===== src/rtl/count_sequencer.sv =====
// Run/pause/direction sequencer that paces an external up/down counter from a tick.
// Optional macro AUTO_REVERSE_EN: reverse direction at a limit instead of stopping in DONE.

// Button conditioner: 2-flop synchronizer plus rising-edge detector, one pulse per press.
module btn_pulse (
  input  logic clk,
  input  logic rst,
  input  logic btn,
  output logic pulse_c
);

  logic       meta;
  logic       sync;
  logic       last;
  logic       armed;
  logic [1:0] warm;

  // armed only after a genuine low sample, so a button held through reset stays silent
  always_ff @(posedge clk or posedge rst) begin
    if (rst) begin
      meta  <= 1'b0;
      sync  <= 1'b0;
      last  <= 1'b0;
      armed <= 1'b0;
      warm  <= 2'b00;
    end else begin
      meta <= btn;
      sync <= meta;
      last <= sync;
      warm <= {warm[0], 1'b1};
      if (warm[1] && !sync) begin
        armed <= 1'b1;
      end
    end
  end

  assign pulse_c = sync & ~last & armed;

endmodule

module count_sequencer #(
  parameter int unsigned BIT_COUNT = 12,
  parameter int unsigned MAX_VAL   = 4095
) (
  input  logic                 clk,
  input  logic                 rst,
  input  logic                 tick,
  input  logic                 btn_run,
  input  logic                 btn_dir,
  input  logic [BIT_COUNT-1:0] cnt,
  output logic                 ena,
  output logic                 updn,
  output logic                 at_limit,
  output logic [1:0]           state
);

  localparam logic [BIT_COUNT-1:0] MAX_CNT = BIT_COUNT'(MAX_VAL);

  typedef enum logic [1:0] {
    IDLE  = 2'b00,
    RUN   = 2'b01,
    PAUSE = 2'b10,
    DONE  = 2'b11
  } state_t;

  state_t state_q;
  state_t state_n;
  logic   updn_q;
  logic   updn_n;
  logic   ena_q;
  logic   ena_n;
  logic   run_p;
  logic   dir_p;
  logic   lim_up;
  logic   lim_dn;

  btn_pulse u_run (
    .clk     (clk),
    .rst     (rst),
    .btn     (btn_run),
    .pulse_c (run_p)
  );

  btn_pulse u_dir (
    .clk     (clk),
    .rst     (rst),
    .btn     (btn_dir),
    .pulse_c (dir_p)
  );

  // values beyond MAX_VAL count as the upper limit so an upward count can never overshoot
  assign lim_up   = (cnt >= MAX_CNT);
  assign lim_dn   = (cnt == '0);
  assign at_limit = updn_q ? lim_up : lim_dn;

  always_ff @(posedge clk or posedge rst) begin
    if (rst) begin
      state_q <= IDLE;
      updn_q  <= 1'b1;
      ena_q   <= 1'b0;
    end else begin
      state_q <= state_n;
      updn_q  <= updn_n;
      ena_q   <= ena_n;
    end
  end

  always_comb begin
    state_n = state_q;
    updn_n  = updn_q;
    ena_n   = 1'b0;
    case (state_q)
      IDLE: begin
        if (run_p) state_n = RUN;
        if (dir_p) updn_n = ~updn_q;
      end
      RUN: begin
        if (tick && at_limit) begin
          // limit handling overrides any direction press in the same cycle
`ifdef AUTO_REVERSE_EN
          updn_n = ~updn_q;
          if (run_p) state_n = PAUSE;
`else
          state_n = DONE;
`endif
        end else begin
          if (run_p) state_n = PAUSE;
          if (dir_p) updn_n = ~updn_q;
          // judge the limit against the direction the counter will actually use
          ena_n = tick && !(updn_n ? lim_up : lim_dn);
        end
      end
      PAUSE: begin
        if (run_p) state_n = RUN;
        if (dir_p) updn_n = ~updn_q;
      end
      DONE: begin
        if (dir_p) begin
          updn_n  = ~updn_q;
          state_n = PAUSE;
        end
      end
      default: state_n = IDLE;
    endcase
  end

  assign ena   = ena_q;
  assign updn  = updn_q;
  assign state = state_q;

endmodule

===== config.mk =====
export PLATFORM = sky130hd
export DESIGN_NAME = count_sequencer
export DESIGN_NICKNAME = d
export VERILOG_FILES = /design/src/rtl/count_sequencer.sv
export SDC_FILE = /design/constraint.sdc
export NUM_CORES = 1
export LEC_CHECK = 0
export ABC_AREA = 0
export CORE_MARGIN = 2
export CORE_UTILIZATION = 35
export DETAILED_ROUTE_END_ITERATION = 8
export PLACE_DENSITY_LB_ADDON = 0.08
export REMOVE_ABC_BUFFERS = 1
export SETUP_SLACK_MARGIN = 0.15
export SKIP_CTS_REPAIR_TIMING = 1
export SLEW_MARGIN = 5
export SYNTH_ARGS = -nofsm -noshare
export SYNTH_HDL_FRONTEND = slang
export SYNTH_SLANG_ARGS = --single-unit

===== constraint.sdc =====
create_clock -name clk -period 1.73 [get_ports clk]
set_input_delay 0.346 -clock clk [delete_from_list [all_inputs] [get_ports clk]]
set_output_delay 0.346 -clock clk [all_outputs]
set_load 0.03 [all_outputs]

==> results.cfg <==
[route]
dr.max_layer_used = met4
dr_wl_met2_um = 655
viasPerCell = 5.18
ant_nets = 0
wl_mm = 1.35
vias = 508
dr.pass1.iters = 3
wl_met1_um = 634
drt_iter0_drc = 7
wl_per_cell_um = 13.8
drc_errors = 0
wl_met3_um = 39

[grt]
grt_pass1_wl_mm = 2.19
overflow = 0
grt_pass1_vias = 484
antenna_found_initial = 0
grt_max_degree = 15
grt_use_total_pct = 15.3

[clock_tree]
clockRootBuffer = clkbuf_4
cts.sinks = 14
cts_buffer_depth = 2
cts_tree = done
htree_levels = 1
clkSlewWorstSetupHoldPaths_ns = 0.08
clk_latency_ns = 0.27
numCtsBuffers = 3

[timing]
drv_slew = 0
post-route-period-util_pct = 99.5
hold-worst-slack_ns = 0.354
fin_setup_tns_ns = 0
finClkSkew_ns = 0.00153
tightest_slew_ns = 0.501
timing.slew.headroom_pct = 66.5
rsz0062_at_grt = yes
period_needed_ns = 1.72
setup_violations = 0
hold_viol_final = 0
clock.fmax_mhz = 581

[floorplanning]
core-area_mm2 = 0.00154
num_rows = 14
initial_core_util_pct = 38.4
dieArea_mm2 = 0.00204
dieWidth_um = 45.1
die_h_um = 45.1
ioPinCount = 22

[synth]
async_reset_ff_share_pct = 100
synth-edff-count = 0
synth_top_cell_area_share_pct = 55.0
yosys_most_used_dff = dfrtp_1
synth_cell_types = 23
postSynthCellCount = 52
synth_area_um2 = 592
netlist_top_cells_count = dfrtp_1, inv_1
yosysMostFrequentCell = dfrtp_1
postSynthAreaPerCell_um2 = 11.4
seq_area_frac_synth_pct = 59.4
synth_top_cell_by_area = dfrtp_1
synth_area_leaders = dfrtp_1, dfstp_2, nand3b_1, mux2i_1, inv_1
synth_seq_cells = 14
yosys_warnings = 0

[setup_path]
crit_path_start_kind = input port
path_buf_inv = 3
cp.required_ns = 1.38
path_common_cell = buf_4
path_class = in2out
endpoint_kind = output port
reg2reg_depth = 5
crit-reg2reg-launch = updn
worstPathMaxFanout = 2
arrival_ns = 1.38
regToRegSetupSlack_ns = 0.39
rr_endpoint = state[0]
critPathSlowestCell = nor4_2
cpPeakStageDelay_ns = 0.31
worstPathCellList = dlymetal6s2s_1 > nor4_2 > buf_4 > nand3_1 > mux2i_1 > buf_4
critical_path.top_delay_family = buffers and inverters

[power]
power_frac_seq_pct = 44.2
netSwitchingPower_w = 0.000292
p_leak_nw = 0.533
p_clk_share_pct = 24.5
p_comb_share_pct = 31.3
ir_drop_mv = 0.600
powerDensity_mw_per_mm2 = 979
swShare_pct = 31.6
internal_power_w = 0.000634

[outcome]
status = finished clean

[finish]
area_growth_pct = 59.8
fin_nets = 100
seqCellArea_um2 = 352
drive_above_1_share_pct = 19.5
num-fill-cells = 124
utilization_pct = 61.4
multi_input_comb_area_um2 = 234
antenna_cells = 0

[job]
maxCapViolCount = 0

[hold_path]
whs_path_depth = 0
hold_path_end = u_run.sync
hp-start = u_run.meta
hold_class = reg2reg

[place]
dp_hpwl_um = 964
port_buffers = 21
gp_congestion = 0.716
-- per-layer routing --
metal / vias up / track usage (%)
met3: 2 / 7.20
met2: 9 / 24.0
li1: 249 / -
met1: 248 / 20.0
met4: 0 / 1.76
met5: - / 0
-- cell usage in the layout (no fill, tap or decap), drive strengths merged --
cell type	n
a31oi	1
a21oi	2
nor3	1
o2bb2ai	1
o21ai	3
nand3	2
conb	1
dfrtp	13
nand3b	3
buf	6
clkbuf	4
mux2i	2
or3	1
dfstp	1
and3	1
inv	5
nand2	3
clkdlybuf4s50	4
o311ai	1
nand4	3
a21o	2
nor2	1
nor4	4
and2	1
dlymetal6s2s	16
-- cells by family after synthesis --
logic type	count (synthesis)	share of synthesized area (%)
flops	14	59.4
simple gates	20	21.4
mux	2	3.38
buf+inv	5	3.17
compound gates	10	12.1
other cells	1	0.634
-- worst max-delay path by stage --
stage               startpoint        to  slack [ns]  cells past startpoint
floorplan               cnt[8]  at_limit       0.003                      3
global placement        cnt[5]  at_limit       -0.31                      6
detailed placement      cnt[0]  at_limit       -0.29                      5
CTS                     cnt[5]  at_limit       -0.29                      6
global route            cnt[8]  at_limit       -0.07                      6
finish                  cnt[8]  at_limit       0.009                      6
-- power groups by stage --
stage | registers [W] | logic, W | clock network [W]
floorplan | 0.000486 | 0.0000870 | 0
global placement | 0.000416 | 0.000296 | 0
detailed placement | 0.000417 | 0.000298 | 0
CTS | 0.000411 | 0.000299 | 0.000240
global route | 0.000414 | 0.000313 | 0.000258
finish | 0.000409 | 0.000290 | 0.000227
-- through the flow --
step	cells	setup WS (ns)	total power, W	area (µm²)
after global routing	98	-0.0652	0.000985	946
after detailed placement	94	-0.291	0.000715	857
after floorplan	52	0.00288	0.000573	592
final	98	0.00851	0.000926	946
after global placement	94	-0.309	0.000712	857
after CTS	98	-0.295	0.000949	893
-- registers in the layout, indices dropped and copies added (netlist names) --
name	cells
ena	1
state	2
u_dir.armed	1
u_dir.last	1
u_dir.meta	1
u_dir.sync	1
u_dir.warm	2
u_run.armed	1
u_run.last	1
u_run.meta	1
u_run.sync	1
updn	1
-- layout make-up --
class / count / area share [%]
Tap cell: 16 / 2.12
Inverter: 5 / 1.98
Multi-Input combinational cell: 33 / 24.7
Sequential cell: 14 / 37.2
Clock buffer: 4 / 3.84
Timing Repair Buffer: 26 / 30.2
(Power assumes the default switching activity.)
==> edit 1 (same flow settings) <==
Register the inputs `tick`, `btn_run`, `btn_dir` and `cnt` before use. The logic sees them one clock later.
--- a/src/rtl/count_sequencer.sv
+++ b/src/rtl/count_sequencer.sv
@@ -63,6 +63,18 @@
     DONE  = 2'b11
   } state_t;
 
+  logic tick_q;
+  logic btn_run_q;
+  logic btn_dir_q;
+  logic [BIT_COUNT-1:0] cnt_q;
+
+  always_ff @(posedge clk) begin
+    tick_q    <= tick;
+    btn_run_q <= btn_run;
+    btn_dir_q <= btn_dir;
+    cnt_q     <= cnt;
+  end
+
   state_t state_q;
   state_t state_n;
   logic   updn_q;
@@ -77,20 +89,20 @@
   btn_pulse u_run (
     .clk     (clk),
     .rst     (rst),
-    .btn     (btn_run),
+    .btn     (btn_run_q),
     .pulse_c (run_p)
   );
 
   btn_pulse u_dir (
     .clk     (clk),
     .rst     (rst),
-    .btn     (btn_dir),
+    .btn     (btn_dir_q),
     .pulse_c (dir_p)
   );
 
   // values beyond MAX_VAL count as the upper limit so an upward count can never overshoot
-  assign lim_up   = (cnt >= MAX_CNT);
-  assign lim_dn   = (cnt == '0);
+  assign lim_up   = (cnt_q >= MAX_CNT);
+  assign lim_dn   = (cnt_q == '0);
   assign at_limit = updn_q ? lim_up : lim_dn;
 
   always_ff @(posedge clk or posedge rst) begin
@@ -115,7 +127,7 @@
         if (dir_p) updn_n = ~updn_q;
       end
       RUN: begin
-        if (tick && at_limit) begin
+        if (tick_q && at_limit) begin
           // limit handling overrides any direction press in the same cycle
 `ifdef AUTO_REVERSE_EN
           updn_n = ~updn_q;
@@ -127,7 +139,7 @@
           if (run_p) state_n = PAUSE;
           if (dir_p) updn_n = ~updn_q;
           // judge the limit against the direction the counter will actually use
-          ena_n = tick && !(updn_n ? lim_up : lim_dn);
+          ena_n = tick_q && !(updn_n ? lim_up : lim_dn);
         end
       end
       PAUSE: begin
Check against the original RTL: not equivalent (Yosys sat finds a counterexample within 4 cycles, from zero or initial values and one cycle with rst high).
==> edit 1 against the original RTL <==
The run now ends with negative setup slack left. Total power is 71% higher. Worst hold slack worse by 0.021 ns. Highest routed layer unchanged. Critical path depth is 2 lower. Sequential cell count is 15 higher. Setup slack worse by 0.21 ns. Via count is 20% higher. Sequential share of layout area is 13 points higher. Utilization is 7.6 points lower. Largest cell class unchanged. Wire length is 14% higher. Clock skew is 0.0011 ns higher. Area after synthesis is 52% higher. Design area is 40% higher.
==> edit 1: results (changes against the original RTL) <==
drt:
  drt-initial-drc-count: 3  # -4
  wirelength_um: 1530  # +14%
  route.met3.wl_um: 146  # +270%
  vias_per_cell: 4.71  # -9.2%
  met2_length_um: 733  # +12%
  wl_met1_um: 619  # -2.4%
  avgRoutedWirePerCell_um: 11.8  # -14%
final_layout:
  seq_cells: 29  # +15
  buffers: 25  # -3.8%
  nonClkBufAreaFrac_pct: 18.8  # -11 points
  clockBufferCount: 7  # +3
  num-fill-cells: 224  # +81%
  seq_share_pct: 50.5  # +13 points
  inverters: 3  # -2
  area_growth_pct: 46.5
global_route:
  grt_pass1_vias: 570  # +18%
  grt_pass1_wl_um: 2340  # +7.0%
yosys:
  synth_seq_area_share_pct: 72.4  # +13 points
  ys_types: 27  # +17%
setup_path:
  worstSetupStartpoint: "cnt_q[5]$_DFF_P_"
  cpPeakStageDelay_ns: 0.39  # +0.08 ns
  worst_ep_arrival_time_ns: 1.58  # +0.20 ns
  path_delay_family: "simple AND/OR/NAND/NOR gates"
  cpMaxStageDelayCell: "or3_4"
power:
  leakage_nw: 0.569  # +6.6%
  vdd_ir_drop_max_uv: 699  # +17%
  switching_share_pct: 26.6  # -5.0 points
placed_design:
  dp_hpwl_um: 1010  # +5.2%
  place_inst: 119  # +27%
  place_ws_ns: 0.0656  # +0.357 ns
  routabilityCongestion: 0.663  # -7.3%
status:
  status: "finished, violations left"
  violations: "negative setup slack"
clocking:
  htreeDepth: 2  # +1
  insertion_delay_ns: 0.33  # +0.06 ns
sta:
  tns_ns: -0.197  # -0.197 ns
  slew_headroom_pct: 66.5  # about the same
  fin_ws_ns: -0.197  # -0.206 ns
  setup_violations: 1  # +1
  fin_hold_ws_ns: 0.333  # -0.0209 ns
floorplan:
  die_area_um2: 3000  # +47%
hold_path:
  holdPathEnd: "u_dir.meta$_DFF_PP0_"
[edit 1: cell families (layout without fill, tap and decap cells)]
kind of cell | count (synthesis) | in the layout | synth area share, %
buffers and inverters | 3 | 36 | 1.25
flip-flops | 29 | 29 | 72.4
AND/OR/NAND/NOR | 22 | 22 | 15.7
other | 1 | 1 | 0.416
AO/OA/AOI/OAI | 9 | 9 | 6.39
multiplexers | 3 | 3 | 3.89
[edit 1: layer usage]
| metal | GRT usage [%] | up-vias |
|---|---|---|
| met3 | 6.56 | 6 |
| met5 | 0 | - |
| li1 | - | 299 |
| met2 | 17.1 | 23 |
| met4 | 10.0 | 0 |
| met1 | 13.3 | 284 |
[edit 1: power by group through the flow]
stage          registers, mW  logic, mW  clock network (mW)
4_1_cts                0.788      0.272               0.539
3_5_place_dp           0.803      0.270                   0
5_1_grt                0.803      0.289               0.571
6_report               0.794      0.269               0.520
2_1_floorplan          0.861     0.0801                   0
3_3_place_gp           0.800      0.269                   0
==> edit 2 (same flow settings) <==
Made on the original files. Add a define of `AUTO_REVERSE_EN`.
--- a/src/rtl/count_sequencer.sv
+++ b/src/rtl/count_sequencer.sv
@@ -2,6 +2,8 @@
 // Optional macro AUTO_REVERSE_EN: reverse direction at a limit instead of stopping in DONE.
 
 // Button conditioner: 2-flop synchronizer plus rising-edge detector, one pulse per press.
+`define AUTO_REVERSE_EN
+
 module btn_pulse (
   input  logic clk,
   input  logic rst,
Behaviour: not the same (Yosys sat finds a counterexample within 10 cycles, from zero or initial values and one cycle with rst high).
==> edit 2 against the original RTL <==
The run now ends with negative setup slack left. Combinational power shrank 16%. Sequential share of layout area grew 1.5 points. Count of clock-buffer cells in the layout is the same. Sequential cell count is the same. Wire length shrank 10%. Setup slack lost 0.35 ns. Area after synthesis shrank 3.0%. Total power shrank 10%. Critical path depth shrank 1. Highest routed layer unchanged. Worst hold slack gained 0.0013 ns. Clock power shrank 19%. Design area shrank 4.0%. First-iteration DRC count shrank 14%.
==> edit 2: results (changes against the original RTL) <==
placed_design:
  detailed_place.area_um2: 855  # -0.29%
  place_inst: 90  # -4.3%
  place_ws_ns: -0.686  # -0.395 ns
  routabilityCongestion: 0.778  # +8.7%
final_layout:
  multi_input_cells: 28  # -15%
  inverters: 4  # -1
  nets: 96  # -4.0%
  final_cell_area_um2: 908  # -4.0%
  final_cells: 94  # -4.1%
  clk_share_pct: 2.89  # -0.94 points
  buffers: 28  # +7.7%
  multi_input_area_um2: 223  # -4.8%
  drive_above_1_share_pct: 32.1  # +13 points
  num-fill-cells: 127  # +2.4%
setup_path:
  worstSetupStartpoint: "cnt[11]"
  cpMaxStageDelayCell: "or4_4"
  cpPeakStageDelay_ns: 0.54  # +0.23 ns
  path_delay_family: "simple AND/OR/NAND/NOR gates"
  r2r-end: "ena$_DFF_PP0_"
  reg2reg_from: "u_dir.last$_DFF_PP0_"
global_route:
  grt_max_degree: 15  # unchanged
  gr-usage-all-layers_pct: 14.0  # -1.3 points
  grt_pass1_wl_um: 1960  # -10%
  grt_pass1_vias: 452  # -6.6%
drt:
  wirelength_um: 1210  # -10%
  first_pass_iters: 5  # +2
  drt-initial-drc-count: 6  # -1
yosys:
  synthMuxAreaShare_pct: 5.45  # +2.1 points
  synth_cells: 46  # -12%
  ys_types: 22  # -4.3%
  synthTopCellsByCount: "dfrtp_1 (13), inv_1 (4), nand3b_1 (3), nand4_1 (3), or4_1 (3)"
  netlist_top_cells_area: "dfrtp_1 (57%), dfstp_2 (4.6%), nand3b_1 (3.9%), or4_1 (3.9%), mux2i_1 (3.5%)"
  synth_seq_area_share_pct: 61.2  # +1.8 points
  synth_compound_area_share_pct: 10.9  # -1.2 points
  ys_warn_count: 0  # unchanged
sta:
  tns_ns: -0.337  # -0.337 ns
  finClkSkew_ns: 0.00162  # +0.0000858 ns
  fin_ws_ns: -0.337  # -0.346 ns
  setup_violations: 1  # +1
hold_path:
  holdPathEnd: "u_dir.warm[1]$_DFF_PP0_"
  hp-start: "u_dir.warm[0]$_DFF_PP0_"
floorplan:
  die_area_um2: 1980  # -2.7%
status:
  status: "finished, violations left"
  violations: "negative setup slack"
power:
  switching_share_pct: 30.2  # -1.4 points
  leakage_nw: 0.482  # -9.7%
  vdd_ir_drop_max_uv: 574  # -4.3%
clocking:
  cts_buffers: 3  # unchanged
  cts_sinks: 14  # unchanged
[edit 2: cell count changes in the layout (fill, tap and decap cells not counted), sizes merged, moves of 2 or more]
cell | unedited run | this run
nor4 | 4 | 1
a21oi | 2 | 0
buf | 6 | 9
or4 | 0 | 4
o21ai | 3 | 1
nand3 | 2 | 0
dlymetal6s2s | 16 | 11
clkbuf | 4 | 8
[edit 2: stage by stage]
| step | hold WS, ns | power (mW) |
|---|---|---|
| finish | 0.355 | 0.834 |
| global route | 0.367 | 0.885 |
| CTS | 0.359 | 0.852 |
| detailed placement | 0.336 | 0.667 |
| global placement | 0.333 | 0.664 |
| floorplan | 0.235 | 0.543 |
[edit 2: layer usage]
metal  track usage [%]  vias to the layer above  wire (µm)
met5                 0                        -          0
met4              5.45                        0         14
met3              6.12                        4         67
met2              21.7                       14        590
met1              17.1                      223        539
li1                  -                      236          -
[edit 2: power by group through the flow]
stage,Combinational (mW),Sequential (mW),Clock (mW)
after floorplan,0.0720,0.471,0
final,0.244,0.405,0.185
after CTS,0.253,0.406,0.192
after global routing,0.259,0.414,0.212
after global placement,0.251,0.412,0
after detailed placement,0.253,0.413,0
[edit 2: worst reg2reg max path, stage by stage (launching register included)]
cell	delay, ns
dfrtp_1	0.36
nand3b_1	0.24
a2111oi_0	0.45
o22ai_1	0.16
[edit 2: how the worst max path moves through the flow]
| stage | endpoint | slack, ns | cells past startpoint |
|---|---|---|---|
| 2_1_floorplan | at_limit | -0.32 | 3 |
| 3_3_place_gp | at_limit | -0.67 | 5 |
| 3_5_place_dp | at_limit | -0.69 | 5 |
| 4_1_cts | at_limit | -0.69 | 5 |
| 5_1_grt | at_limit | -0.36 | 5 |
| 6_report | at_limit | -0.34 | 5 |
